===== config.mk =====
export PLATFORM = sky130hd
export DESIGN_NAME = led_pattern_gen
export DESIGN_NICKNAME = d
export VERILOG_FILES = /design/src/rtl/led_pattern_gen_pkg.sv /design/src/rtl/led_pattern_gen_tick_divider.sv /design/src/rtl/led_pattern_gen.sv
export SDC_FILE = /design/constraint.sdc
export NUM_CORES = 1
export LEC_CHECK = 0
export CORE_ASPECT_RATIO = 1.1
export CORE_UTILIZATION = 35
export DETAILED_ROUTE_END_ITERATION = 10
export PLACE_DENSITY_LB_ADDON = 0.05
export SYNTH_ARGS = -nofsm -noshare
export SYNTH_HDL_FRONTEND = slang
export SYNTH_SLANG_ARGS = --single-unit
export TNS_END_PERCENT = 5

===== constraint.sdc =====
create_clock -name clk -period 3.1 [get_ports clk]
set_clock_uncertainty 0.05 [all_clocks]
set_input_delay 0.62 -clock clk [delete_from_list [all_inputs] [get_ports clk]]
set_output_delay 0.62 -clock clk [all_outputs]
set_load 0.05 [all_outputs]

===== src/rtl/led_pattern_gen_pkg.sv =====
// Shared constants for the LED pattern generator: mode encodings, switch field
// positions, bounce heading type and a width helper.
package led_pattern_pkg;

    localparam logic [1:0] MODE_BLINK  = 2'b00;
    localparam logic [1:0] MODE_CHASE  = 2'b01;
    localparam logic [1:0] MODE_BOUNCE = 2'b10;
    localparam logic [1:0] MODE_COUNT  = 2'b11;

    localparam int SW_MODE_LO = 0;
    localparam int SW_MODE_HI = 1;
    localparam int SW_SPD_LO  = 2;
    localparam int SW_SPD_HI  = 4;
    localparam int SW_RUN     = 5;
    localparam int SW_DIR     = 6;
    localparam int SW_INV     = 7;

    typedef enum logic {
        HEAD_UP = 1'b0,
        HEAD_DN = 1'b1
    } heading_t;

    // Bits needed to hold values 0..v-1; never less than 1.
    function automatic int clog2(input logic [63:0] v);
        int r;
        r = 0;
        while ((64'd1 << r) < v) begin
            r = r + 1;
        end
        return (r < 1) ? 1 : r;
    endfunction

endpackage


===== src/rtl/led_pattern_gen_tick_divider.sv =====
// Prescaler: free-running counter 0..DIV_VALUE that emits one base tick per wrap
// and holds its count while en is low.
module tick_divider
    import led_pattern_pkg::*;
#(
    parameter int DIV_VALUE = 49999999
) (
    input  logic clk,
    input  logic rst,
    input  logic en,
    output logic tick
);

    localparam int CW = clog2(64'(DIV_VALUE) + 64'd1);
    localparam logic [CW-1:0] TERM = CW'(DIV_VALUE);

    logic [CW-1:0] div_cnt;

    assign tick = en && (div_cnt == TERM);

    always_ff @(posedge clk) begin
        if (rst) begin
            div_cnt <= '0;
        end else if (en) begin
            if (div_cnt == TERM) begin
                div_cnt <= '0;
            end else begin
                div_cnt <= div_cnt + CW'(1);
            end
        end
    end

endmodule


===== src/rtl/led_pattern_gen.sv =====
// LED pattern generator: switch synchroniser, speed stretcher, four-mode pattern
// FSM and registered LED/step outputs.
module led_pattern_gen
    import led_pattern_pkg::*;
#(
    parameter int N_LEDS    = 8,
    parameter int DIV_VALUE = 49999999,
    parameter int SYNC_STG  = 2
) (
    input  logic              clk,
    input  logic              rst,
    input  logic [7:0]        sw,
    output logic [N_LEDS-1:0] led,
    output logic              step
);

    logic [7:0]        sw_p [SYNC_STG];
    logic [7:0]        s_sw;
    logic [1:0]        mode_p0, mode_p1;
    logic [2:0]        speed_p0, speed_p1;
    logic              mode_chg, spd_chg;
    logic              run, dir, inv;
    logic              base_tick, step_pulse;
    logic [6:0]        step_cnt, step_mask;
    logic [N_LEDS-1:0] pattern, pattern_nxt;
    heading_t          heading, heading_nxt, heading_eff;

    // Stage: switch synchroniser
    always_ff @(posedge clk) begin
        if (rst) begin
            for (int i = 0; i < SYNC_STG; i++) begin
                sw_p[i] <= '0;
            end
        end else begin
            sw_p[0] <= sw;
            for (int i = 1; i < SYNC_STG; i++) begin
                sw_p[i] <= sw_p[i-1];
            end
        end
    end

    assign s_sw     = sw_p[SYNC_STG-1];
    assign mode_p0  = s_sw[SW_MODE_HI:SW_MODE_LO];
    assign speed_p0 = s_sw[SW_SPD_HI:SW_SPD_LO];
    assign run      = s_sw[SW_RUN];
    assign dir      = s_sw[SW_DIR];
    assign inv      = s_sw[SW_INV];
    assign mode_chg = (mode_p0 != mode_p1);
    assign spd_chg  = (speed_p0 != speed_p1);

    always_ff @(posedge clk) begin
        if (rst) begin
            mode_p1  <= '0;
            speed_p1 <= '0;
        end else begin
            mode_p1  <= mode_p0;
            speed_p1 <= speed_p0;
        end
    end

    // Stage: prescaler and speed stretcher
    tick_divider #(
        .DIV_VALUE (DIV_VALUE)
    ) u_div (
        .clk  (clk),
        .rst  (rst),
        .en   (run),
        .tick (base_tick)
    );

    assign step_mask  = 7'((8'd1 << speed_p0) - 8'd1);
    assign step_pulse = base_tick && (step_cnt == step_mask);

    always_ff @(posedge clk) begin
        if (rst) begin
            step_cnt <= '0;
        end else if (spd_chg) begin
            step_cnt <= '0;
        end else if (base_tick) begin
            step_cnt <= step_pulse ? 7'd0 : step_cnt + 7'd1;
        end
    end

    // Stage: pattern FSM
    always_ff @(posedge clk) begin
        if (rst) begin
            pattern <= '0;
            heading <= HEAD_UP;
        end else begin
            pattern <= pattern_nxt;
            heading <= heading_nxt;
        end
    end

    always_comb begin
        pattern_nxt = pattern;
        heading_nxt = heading;
        heading_eff = heading;
        if (mode_chg) begin
            // Entering a mode restarts it from its init value; this beats a coincident step.
            heading_nxt = HEAD_UP;
            if (mode_p0 == MODE_CHASE || mode_p0 == MODE_BOUNCE) begin
                pattern_nxt = N_LEDS'(1);
            end else begin
                pattern_nxt = '0;
            end
        end else if (step_pulse) begin
            case (mode_p0)
                MODE_BLINK: pattern_nxt = ~pattern;
                MODE_CHASE: begin
                    if (dir) begin
                        pattern_nxt = (pattern >> 1) | (pattern << (N_LEDS - 1));
                    end else begin
                        pattern_nxt = (pattern << 1) | (pattern >> (N_LEDS - 1));
                    end
                end
                MODE_BOUNCE: begin
                    if (N_LEDS > 1) begin
                        if (pattern[N_LEDS-1]) begin
                            heading_eff = HEAD_DN;
                        end else if (pattern[0]) begin
                            heading_eff = HEAD_UP;
                        end
                        pattern_nxt = (heading_eff == HEAD_UP) ? (pattern << 1) : (pattern >> 1);
                        heading_nxt = heading_eff;
                    end
                end
                default: pattern_nxt = dir ? (pattern - N_LEDS'(1)) : (pattern + N_LEDS'(1));
            endcase
        end
    end

    // Stage: output register; invert stays live while frozen
    always_ff @(posedge clk) begin
        if (rst) begin
            led  <= '0;
            step <= 1'b0;
        end else begin
            led  <= pattern ^ {N_LEDS{inv}};
            step <= step_pulse;
        end
    end

endmodule

==> impl_metrics.tcl <==
set metrics [dict create \
    fill_cells 1013 \
    drv_cap 0 \
    utilization 0.425 \
    initial_core_util 0.365 \
    gp_congestion 0.756 \
    track_usage 0.154 \
    port_buffers 18 \
    crit_family "simple AND/OR/NAND/NOR gates" \
    wl_per_cell_um 13.0 \
    syn_avg_cell_area_um2 8.73 \
    ys_warn_count 0 \
    vias 2844 \
    drt_pass1_iterations 4 \
    ys.flop_type "dfxtp_1" \
    rr_endpoint "pattern[5]" \
    power.share.clock 0.461 \
    die_height_um 109 \
    grt.overflow.total 0 \
    ir_drop_v 0.000200 \
    critPathMostFrequentCell "o311ai_1" \
    ant_nets 0 \
    cp.arrival_ps 3100 \
    startpoint_type "flip-flop" \
    worst_path_largest_cell_delay_ps 510 \
    cts_buffers 9 \
    num_antenna_cells 0 \
    synth_top_area_frac 0.394 \
    wl_um 7580 \
    area_growth_pct 16.6 \
    initialDrtViolationCount 86 \
    finalSetupViolCount 0 \
    synth_nets 443 \
    grt_antenna_before_repair 0 \
    synthCells 419 \
    min-delay-start "sw_p[0][4]" \
    grt_pass1_wl_um 13100 \
    seq_power_share 0.471 \
    cts_setup_buffers 0 \
    root_buffer "clkbuf_8" \
    cts_tree "built" \
    r2r-start "sw_p[0][10]" \
    grt_max_degree 29 \
    max_freq_ghz 0.345 \
    end_kind "flip-flop" \
    worst-setup-path-type "flip-flop to flip-flop" \
    leakagePower_uw 0.00158 \
    rows 38 \
    min_path_type "flip-flop to flip-flop" \
    first_global_vias 2713 \
    syn_area_mm2 0.00366 \
    synth_edf_count 0 \
    synth.distinct_cells 54 \
    clkLatencyLatePin_ps 340 \
    p_sw_frac 0.236 \
    r2r_cells 8 \
    slew_headroom 0.604 \
    clk_pin_slew_ps 90 \
    nNetsFinal 463 \
    multi_input_area_mm2 0.00207 \
    die_x_um 99.5 \
    worstPathRequired_ps 3300 \
    tightest_slew_ps 589 \
    h-tree-depth 3 \
    status "finished, final reports clean" \
    synthTopCellsByArea "dfxtp_1 (39%), xor2_1 (6.2%), xnor2_1 (6.0%)" \
    dp_hpwl_um 5450 \
    cts_hold_buf 0 \
    die-area_mm2 0.0109 \
    power_uw 2030 \
    rrSetupSlack_ps 200 \
    core_area_mm2 0.0100 \
    period_minus_slack_ps 2900 \
    crit_chain "or3_1, ha_1, xor2_1, and4_1, o311ai_1, or4b_1, or4_1, o311ai_1" \
    async_flop_share 0 \
    holdWs_ps 383 \
    power.switching_uw 479 \
    seq_area_mm2 0.00144 \
    drc 0 \
    hold_viol 0 \
    synth_top_cell_by_area "dfxtp_1" \
    ys_seq_area_frac 0.394 \
    cts_resized 0 \
    clock-sinks 72 \
    fin_setup_tns_ps 0 \
    comb_power_share 0.068 \
    rsz0062_at_grt "false" \
    cp.buffers_inverters 0 \
    powerDensity_mw_per_mm2 475 \
    io_pins 19 \
    final-max-slew-violation-count 0 \
    whs_path_depth 1 \
    drive_gt1_frac 0.0946 \
    ys_ff_latch 72 \
    fin_crit_sh 0.934 \
    p_int_uw 1550 \
    crit_fanout 8 \
    clock_path_buffers 2 \
    slowest_stage "or4b_1" \
    min_to "sw_p[0][12]" \
    via_per_inst 4.87 \
]
-- cell type report --
type | count | share of cell area
Multi-Input combinational cell | 311 | 0.485
Sequential cell | 72 | 0.338
Timing Repair Buffer | 31 | 0.0651
Tap cell | 140 | 0.0411
Clock inverter | 7 | 0.0296
Clock buffer | 9 | 0.0290
Inverter | 14 | 0.0123
-- cells in the final DEF, fill, tap and decap left out, drive strengths merged, types with 3 or more instances in the layout --
cell type      netlist  layout
nand2b               5       5
o211ai               5       5
nor2                50      50
and3                 8       8
nor2b               23      23
bufinv               0       3
ha                  13      13
nand4               12      12
or3                  4       4
nor4                 5       5
nand2               30      30
xor2                26      26
dfxtp               72      72
inv                 14      16
o21a                 4       4
buf                  6      13
a222oi               3       3
o21ai               14      14
nor3                 6       6
a21oi               16      16
clkdlybuf4s50        0      18
and4                 5       5
clkbuf              16       9
mux2                 4       4
or4                  3       3
mux2i                6       6
nand3               12      12
xnor2               25      25
-- metal layers --
layer | share of wire | up-vias | GRT usage
met4 | 0.0092 | 0 | 0.0441
met3 | 0.023 | 5 | 0.0404
met5 | 0 | - | 0
met2 | 0.46 | 24 | 0.247
li1 | - | 1494 | -
met1 | 0.50 | 1321 | 0.203
-- Yosys cell counts (2+ instances only) --
cell / number
nand3_1: 12
a31o_2: 2
nor4_1: 5
nor3_1: 5
mux2_2: 4
a222oi_1: 3
buf_2: 3
or3_1: 4
nor2b_1: 23
or4b_1: 2
o311ai_1: 2
or2_2: 2
o211ai_1: 5
or4_1: 2
and2_1: 2
ha_1: 13
mux2i_1: 6
a211oi_1: 2
o21ai_0: 14
nand4_1: 12
xor2_1: 26
o21a_1: 4
inv_1: 14
o22ai_1: 2
a21oi_1: 16
xnor2_1: 25
and3_1: 8
o41ai_1: 2
a221oi_1: 2
nor2_1: 50
buf_1: 2
clkbuf_1: 15
dfxtp_1: 72
nand2b_1: 5
a311oi_1: 2
nand2_1: 30
and4_1: 4
-- worst reg2reg max path: cells and delay by family, from the launching register on --
| kind | cells | cell delay, ps |
|---|---|---|
| xor gates and xnor gates | 1 | 250 |
| AOI/OAI and AO/OA | 2 | 180 |
| DFF | 1 | 380 |
| and+or+nand+nor | 4 | 1650 |
| adders and majority gates | 1 | 290 |
-- stage by stage --
step / setup slack (ps) / instances / area, um^2
floorplan: 173 / 419 / 3660
global placement: 300 / 568 / 4020
detailed placement: 214 / 568 / 4020
CTS: 189 / 584 / 4270
global route: 36.1 / 584 / 4270
finish: 204 / 584 / 4270
-- cell families after synthesis --
logic type | Yosys count | share of synthesized area
and+or+nand+nor | 176 | 0.256
muxes | 10 | 0.0287
AOI/OAI and AO/OA | 60 | 0.109
buffers and inverters | 36 | 0.0404
DFF | 72 | 0.394
adders and majority gates | 14 | 0.0499
xor gates and xnor gates | 51 | 0.122
-- how the worst max path moves through the flow --
stage	startpoint	to	slack, ps	cells past startpoint
after floorplan	sw_p[0][10]	pattern[5]	170	10
after global placement	sw_p[0][10]	pattern[5]	300	7
after detailed placement	sw_p[0][10]	pattern[5]	210	8
after CTS	sw_p[0][10]	pattern[5]	190	8
after global routing	sw_p[0][10]	pattern[5]	40	8
final	sw_p[0][10]	pattern[5]	200	8
-- flip-flops by register name, indices dropped and copies added, names as in the netlist --
| signal | flops |
|---|---|
| u_div.div_cnt | 26 |
| sw_p | 16 |
| led | 8 |
| pattern | 8 |
| step_cnt | 7 |
| speed_p1 | 3 |
| mode_p1 | 2 |
| heading | 1 |
| step | 1 |
-- power groups by stage --
stage,registers [uW],logic (uW),clock network [uW]
after floorplan,980,88.4,0
after global placement,975,138,0
after detailed placement,975,139,0
after CTS,954,139,964
after global routing,956,153,1010
final,953,137,935
No activity file was read; power rests on OpenSTA's default activity.
==> RTL change 1: new RTL, same flow settings <==
Make the reset (`rst`) asynchronous in 6 clocked blocks.
--- a/src/rtl/led_pattern_gen_tick_divider.sv
+++ b/src/rtl/led_pattern_gen_tick_divider.sv
@@ -18,7 +18,7 @@
 
     assign tick = en && (div_cnt == TERM);
 
-    always_ff @(posedge clk) begin
+    always_ff @(posedge clk or posedge rst) begin
         if (rst) begin
             div_cnt <= '0;
         end else if (en) begin
--- a/src/rtl/led_pattern_gen.sv
+++ b/src/rtl/led_pattern_gen.sv
@@ -26,7 +26,7 @@
     heading_t          heading, heading_nxt, heading_eff;
 
     // Stage: switch synchroniser
-    always_ff @(posedge clk) begin
+    always_ff @(posedge clk or posedge rst) begin
         if (rst) begin
             for (int i = 0; i < SYNC_STG; i++) begin
                 sw_p[i] <= '0;
@@ -48,7 +48,7 @@
     assign mode_chg = (mode_p0 != mode_p1);
     assign spd_chg  = (speed_p0 != speed_p1);
 
-    always_ff @(posedge clk) begin
+    always_ff @(posedge clk or posedge rst) begin
         if (rst) begin
             mode_p1  <= '0;
             speed_p1 <= '0;
@@ -71,7 +71,7 @@
     assign step_mask  = 7'((8'd1 << speed_p0) - 8'd1);
     assign step_pulse = base_tick && (step_cnt == step_mask);
 
-    always_ff @(posedge clk) begin
+    always_ff @(posedge clk or posedge rst) begin
         if (rst) begin
             step_cnt <= '0;
         end else if (spd_chg) begin
@@ -82,7 +82,7 @@
     end
 
     // Stage: pattern FSM
-    always_ff @(posedge clk) begin
+    always_ff @(posedge clk or posedge rst) begin
         if (rst) begin
             pattern <= '0;
             heading <= HEAD_UP;
@@ -131,7 +131,7 @@
     end
 
     // Stage: output register; invert stays live while frozen
-    always_ff @(posedge clk) begin
+    always_ff @(posedge clk or posedge rst) begin
         if (rst) begin
             led  <= '0;
             step <= 1'b0;
Behaviour: differs if rst is asserted again (counterexample within 4 cycles, from zero or initial values and one cycle with rst high); with rst held inactive, the same outputs for 10 cycles.
==> RTL change 1 against the original RTL <==
Sequential cell count unchanged. Synthesized cell count down 16%. Worst setup slack worse by 0.036 ns. Total power up 17%. Design area up 4.1%. Clock power up 14%. Fmax down 1.2%. Area after synthesis up 2.4%. Final cell count down 9.6%. Wire length down 1.5%. Critical endpoint is now pattern[7]$_DFFE_PP0P_. Die area up 2.3%. Global-route usage down 0.40 points.
==> RTL change 1: results (changes against the original RTL) <==
[yosys]
yosys-top-cells-area=dfrtp_1 (48%), xor2_1 (5.8%), xnor2_1 (5.1%)  ; was dfxtp_1 (39%), xor2_1 (6.2%), xnor2_1 (6.0%)
synthFlopType=dfrtp_1  ; was dfxtp_1
async_reset_ff_share_pct=100  ; was 0%
synth-compound-area-share_pct=12.3  ; was 10.9%
muxShareOfSynthArea_pct=0.835  ; was 2.87%
syn_avg_cell_area_um2=10.6  ; was 8.73 um2
synth_seq_area_share_pct=48.1  ; was 39.4%
synthAdderAreaFrac_pct=4.88  ; was 4.99%
synth_cell_type_count=59  ; was 54
syn_nets=377  ; was 443
synth_top_cell_area_share_pct=48.1  ; was 39.4%
synthTopCellsByCount=dfrtp_1 (72), nand2_1 (33), xor2_1 (25)  ; was dfxtp_1 (72), nor2_1 (50), nand2_1 (30)

[pwr]
powerComb_mw=0.254  ; was 0.137 mW
total_leakage_power_nw=1.98  ; was 1.58 nW
combPwrFrac_pct=10.7  ; was 6.8%
clock_power_share_pct=44.9  ; was 46.1%
peakVddDrop_uv=222  ; was 200 uV

[timing]
finalCritPeriodShare_pct=94.6  ; was 93.4%
hold-worst-slack_ns=0.297  ; was 0.383 ns

[global_route]
grt_util_met1_pct=20.5  ; was 20.3%

[critical_path]
crit_fanout=7  ; was 8
critical_path.startpoint=s_sw[3]$_DFF_PP0_  ; was sw_p[0][10]$_SDFF_PP0_
r2r_setup_slack_ns=0.17  ; was 0.20 ns
max_stage_delay_ns=0.53  ; was 0.51 ns
crit_slowest_cell=or4_4  ; was or4b_1

[detailed_routing]
wirelength_mm=7.47  ; was 7.58 mm
routed-via-count=2620  ; was 2,844
dr.first_iter.drc_count=72  ; was 86
met3_length_um=194  ; was 177 um
avgViaCountPerCell=4.96  ; was 4.87
wl_met2_mm=3.49  ; was 3.51 mm

[placement]
place_ws_ns=0.0849  ; was 0.214 ns
dpl_cell_area_um2=4120  ; was 4020 um2
place.gp.congestion=0.737  ; was 0.756
dp_cells=511  ; was 568

[run_status]
status=finished, final reports clean  ; unchanged

[hold_path]
min_to=s_sw[6]$_DFF_PP0_  ; was sw_p[0][12]$_SDFF_PP0_

[layout]
drive_gt1_share_pct=11.7  ; was 9.46%
multiInputGateArea_um2=1830  ; was 2070 um2

[clocking]
cts-root-buf=clkbuf_16  ; was clkbuf_8
clkTransAtPathRegs_ns=0.06  ; was 0.09 ns

RTL change 1: cell count changes in the layout (fill, tap and decap cells not counted), moves of 6 or more:
cell | unedited run | this run
a21o_1 | 0 | 7
clkbuf_16 | 0 | 9
clkbuf_8 | 9 | 2
buf_4 | 13 | 7
dfxtp_1 | 72 | 0
nor2b_1 | 23 | 3
dfrtp_1 | 0 | 72
nor2_1 | 50 | 24
RTL change 1: cell families (layout without fill, tap and decap cells):
logic type | Yosys count | count (layout)
AND/OR/NAND/NOR | 128 | 128
flip-flops | 72 | 72
AO/OA/AOI/OAI | 61 | 61
XOR/XNOR | 47 | 47
buffers and inverters | 28 | 60
adder cells (fa/ha/maj) | 14 | 14
multiplexers | 3 | 3
RTL change 1: area by class of cell:
cell class                 instances  share of cell area, %
multi-input combinational        253                   41.3
sequential                        72                   40.6
clock buffer                      11                   5.69
timing repair buffer              26                   5.69
tap                              143                   4.03
inverter                          18                   1.52
clock inverter                     5                   1.24
==> RTL change 2: new RTL, same settings <==
Without the edit above. `DIV_VALUE` is set to 49999999 in 2 places; all go to 24999999.
--- a/src/rtl/led_pattern_gen_tick_divider.sv
+++ b/src/rtl/led_pattern_gen_tick_divider.sv
@@ -3,7 +3,7 @@
 module tick_divider
     import led_pattern_pkg::*;
 #(
-    parameter int DIV_VALUE = 49999999
+    parameter int DIV_VALUE = 24999999
 ) (
     input  logic clk,
     input  logic rst,
--- a/src/rtl/led_pattern_gen.sv
+++ b/src/rtl/led_pattern_gen.sv
@@ -4,7 +4,7 @@
     import led_pattern_pkg::*;
 #(
     parameter int N_LEDS    = 8,
-    parameter int DIV_VALUE = 49999999,
+    parameter int DIV_VALUE = 24999999,
     parameter int SYNC_STG  = 2
 ) (
     input  logic              clk,
Check against the original RTL: no difference found for any inputs over 10 cycles, from zero or initial values and one cycle with rst high; that may be too few to reach the edited logic, so the function may still have changed.
==> RTL change 2 against the original RTL <==
Sequential share of layout area is 0.29 points higher. Core utilization decreased by 0.95 points. Worst setup slack better by 0.032 ns. Non-clock buffer count fell by 6. Sequential cell count decreased by 1. Combinational power rose by 5%. Total power down 11%. Wire length increased by 4.2%. Design area fell by 2.2%. Area after synthesis stayed put. Sequential power is 1% lower. Largest power group unchanged. Highest routed layer unchanged.
==> RTL change 2: results (changes against the original RTL) <==
[detailed_routing]
dr.first_iter.drc_count=126  ; was 86
first_pass_iters=5  ; was 4
avgRoutedWirePerCell_um=13.6  ; was 13.0 um
avgViaCountPerCell=5.01  ; was 4.87

[yosys]
synth_seq_area_share_pct=38.9  ; was 39.4%
synthTopCellsByCount=dfxtp_1 (71), nor2_1 (57), xnor2_1 (24)  ; was dfxtp_1 (72), nor2_1 (50), nand2_1 (30)
synth_cell_type_count=58  ; was 54
yosys-top-cells-area=dfxtp_1 (39%), nor2_1 (5.9%), xnor2_1 (5.7%)  ; was dfxtp_1 (39%), xor2_1 (6.2%), xnor2_1 (6.0%)
syn_nets=447  ; was 443

[global_route]
grt_usage_pct=15.9  ; was 15.4%
grt_pass1_vias=2706  ; was 2,713
grt_pass1_wl_mm=13.6  ; was 13.1 mm
grt_max_degree=25  ; was 29

[clocking]
clk_path_buf_depth=2  ; unchanged
cts_setup_buffers=0  ; unchanged
cts_buffers=9  ; unchanged

[placement]
dpl_cell_area_um2=3980  ; was 4020 um2
hpwl_mm=5.45  ; about the same
place.gp.congestion=0.845  ; was 0.756
place_ws_ns=0.230  ; was 0.214 ns
io_buffers=18  ; unchanged

[layout]
layout.nets=462  ; was 463
drive_gt1_share_pct=8.60  ; was 9.46%
reg.largest.list=u_div.div_cnt: 25 flops, sw_p: 16 flops  ; was u_div.div_cnt: 26 flops, sw_p: 16 flops

[hold_path]
hp-class=register to register  ; unchanged

[critical_path]
crit_slowest_cell=nor4_4  ; was or4b_1
crit_arrival_ns=3.07  ; was 3.10 ns
crit_fanout=10  ; was 8
cpLargestDelayFamily=simple AND/OR/NAND/NOR gates  ; unchanged
max_stage_delay_ns=0.56  ; was 0.51 ns

[timing]
relSlewSlack_pct=47.2  ; was 60.4%

[pwr]
peakVddDrop_uv=200  ; about the same
total_leakage_power_nw=1.47  ; was 1.58 nW

[run_status]
status=finished, final reports clean  ; unchanged

[RTL change 2: changes by cell type after synthesis, sizes merged, moves of 4 or more]
cell	unedited run	this run
a21oi	16	20
and3	8	2
nand2	30	23
nor2	50	57
nor4	5	9
o21ai	14	20
[RTL change 2: kinds of logic (layout without fill, tap and decap cells)]
logic type | Yosys count | in the layout | share of synthesized area (%)
AO/OA/AOI/OAI | 73 | 73 | 13.2
XOR/XNOR | 47 | 47 | 11.3
adder cells (fa/ha/maj) | 14 | 14 | 4.99
buffers and inverters | 37 | 56 | 4.28
flip-flops | 71 | 71 | 38.9
multiplexers | 8 | 8 | 2.33
AND/OR/NAND/NOR | 173 | 173 | 25.0
[RTL change 2: final timing paths]
check                               from               endpoint  slack [ns]  cells past startpoint
setup / recovery  sw_p[0][12]$_SDFF_PP0_   heading$_SDFFE_PP0P_        0.24                      8
hold / removal     sw_p[0][0]$_SDFF_PP0_  sw_p[0][8]$_SDFF_PP0_        0.38                      1
hold reg to reg    sw_p[0][0]$_SDFF_PP0_  sw_p[0][8]$_SDFF_PP0_        0.38                      1
setup reg to reg  sw_p[0][12]$_SDFF_PP0_   heading$_SDFFE_PP0P_        0.24                      8
[RTL change 2: worst reg2reg max path: cells and delay by family, from the launching register on]
family / cells / cell delay [ns]
adders and majority gates: 1 / 0.31
AOI/OAI and AO/OA: 4 / 0.85
DFF: 1 / 0.41
and+or+nand+nor: 3 / 1.16
[RTL change 2: layout make-up]
cell class              instances  area [um2]
clock buffers                   9         124
clock inverters                 6        62.6
fillers                      1032        5860
inverters                      16        60.1
multi-input cells             315        2090
flip-flops and latches         71        1420
well taps                     140         175
repair buffers                 25         233
[RTL change 2: per-layer routing]
layer | vias to the layer above | global-route usage, % | part of all wire (%)
met3 | 9 | 2.56 | 4.5
li1 | 1495 | - | -
met2 | 55 | 24.0 | 45
met4 | 0 | 5.99 | 1.3
met5 | - | 0 | 0
met1 | 1359 | 22.6 | 50
[RTL change 2: repair_timing]
action | in CTS | in global routing
hold buffers | 0 | 0
gates resized for setup | 0 | 1
setup endpoints to repair | 0 | 5
[RTL change 2: where the power goes]
group	total, mW	internal (mW)	switching [mW]
Clock	0.726	0.364	0.362
Combinational	0.144	0.0632	0.0805
Sequential	0.941	0.927	0.0134
[RTL change 2: through the flow]
stage	power, mW	util (%)	std cells
after detailed placement	1.11	39.6	567
after global routing	1.89	41.6	582
after floorplan	1.06	-	423
final	1.81	41.6	582
after CTS	1.84	41.5	582
after global placement	1.11	39.6	567
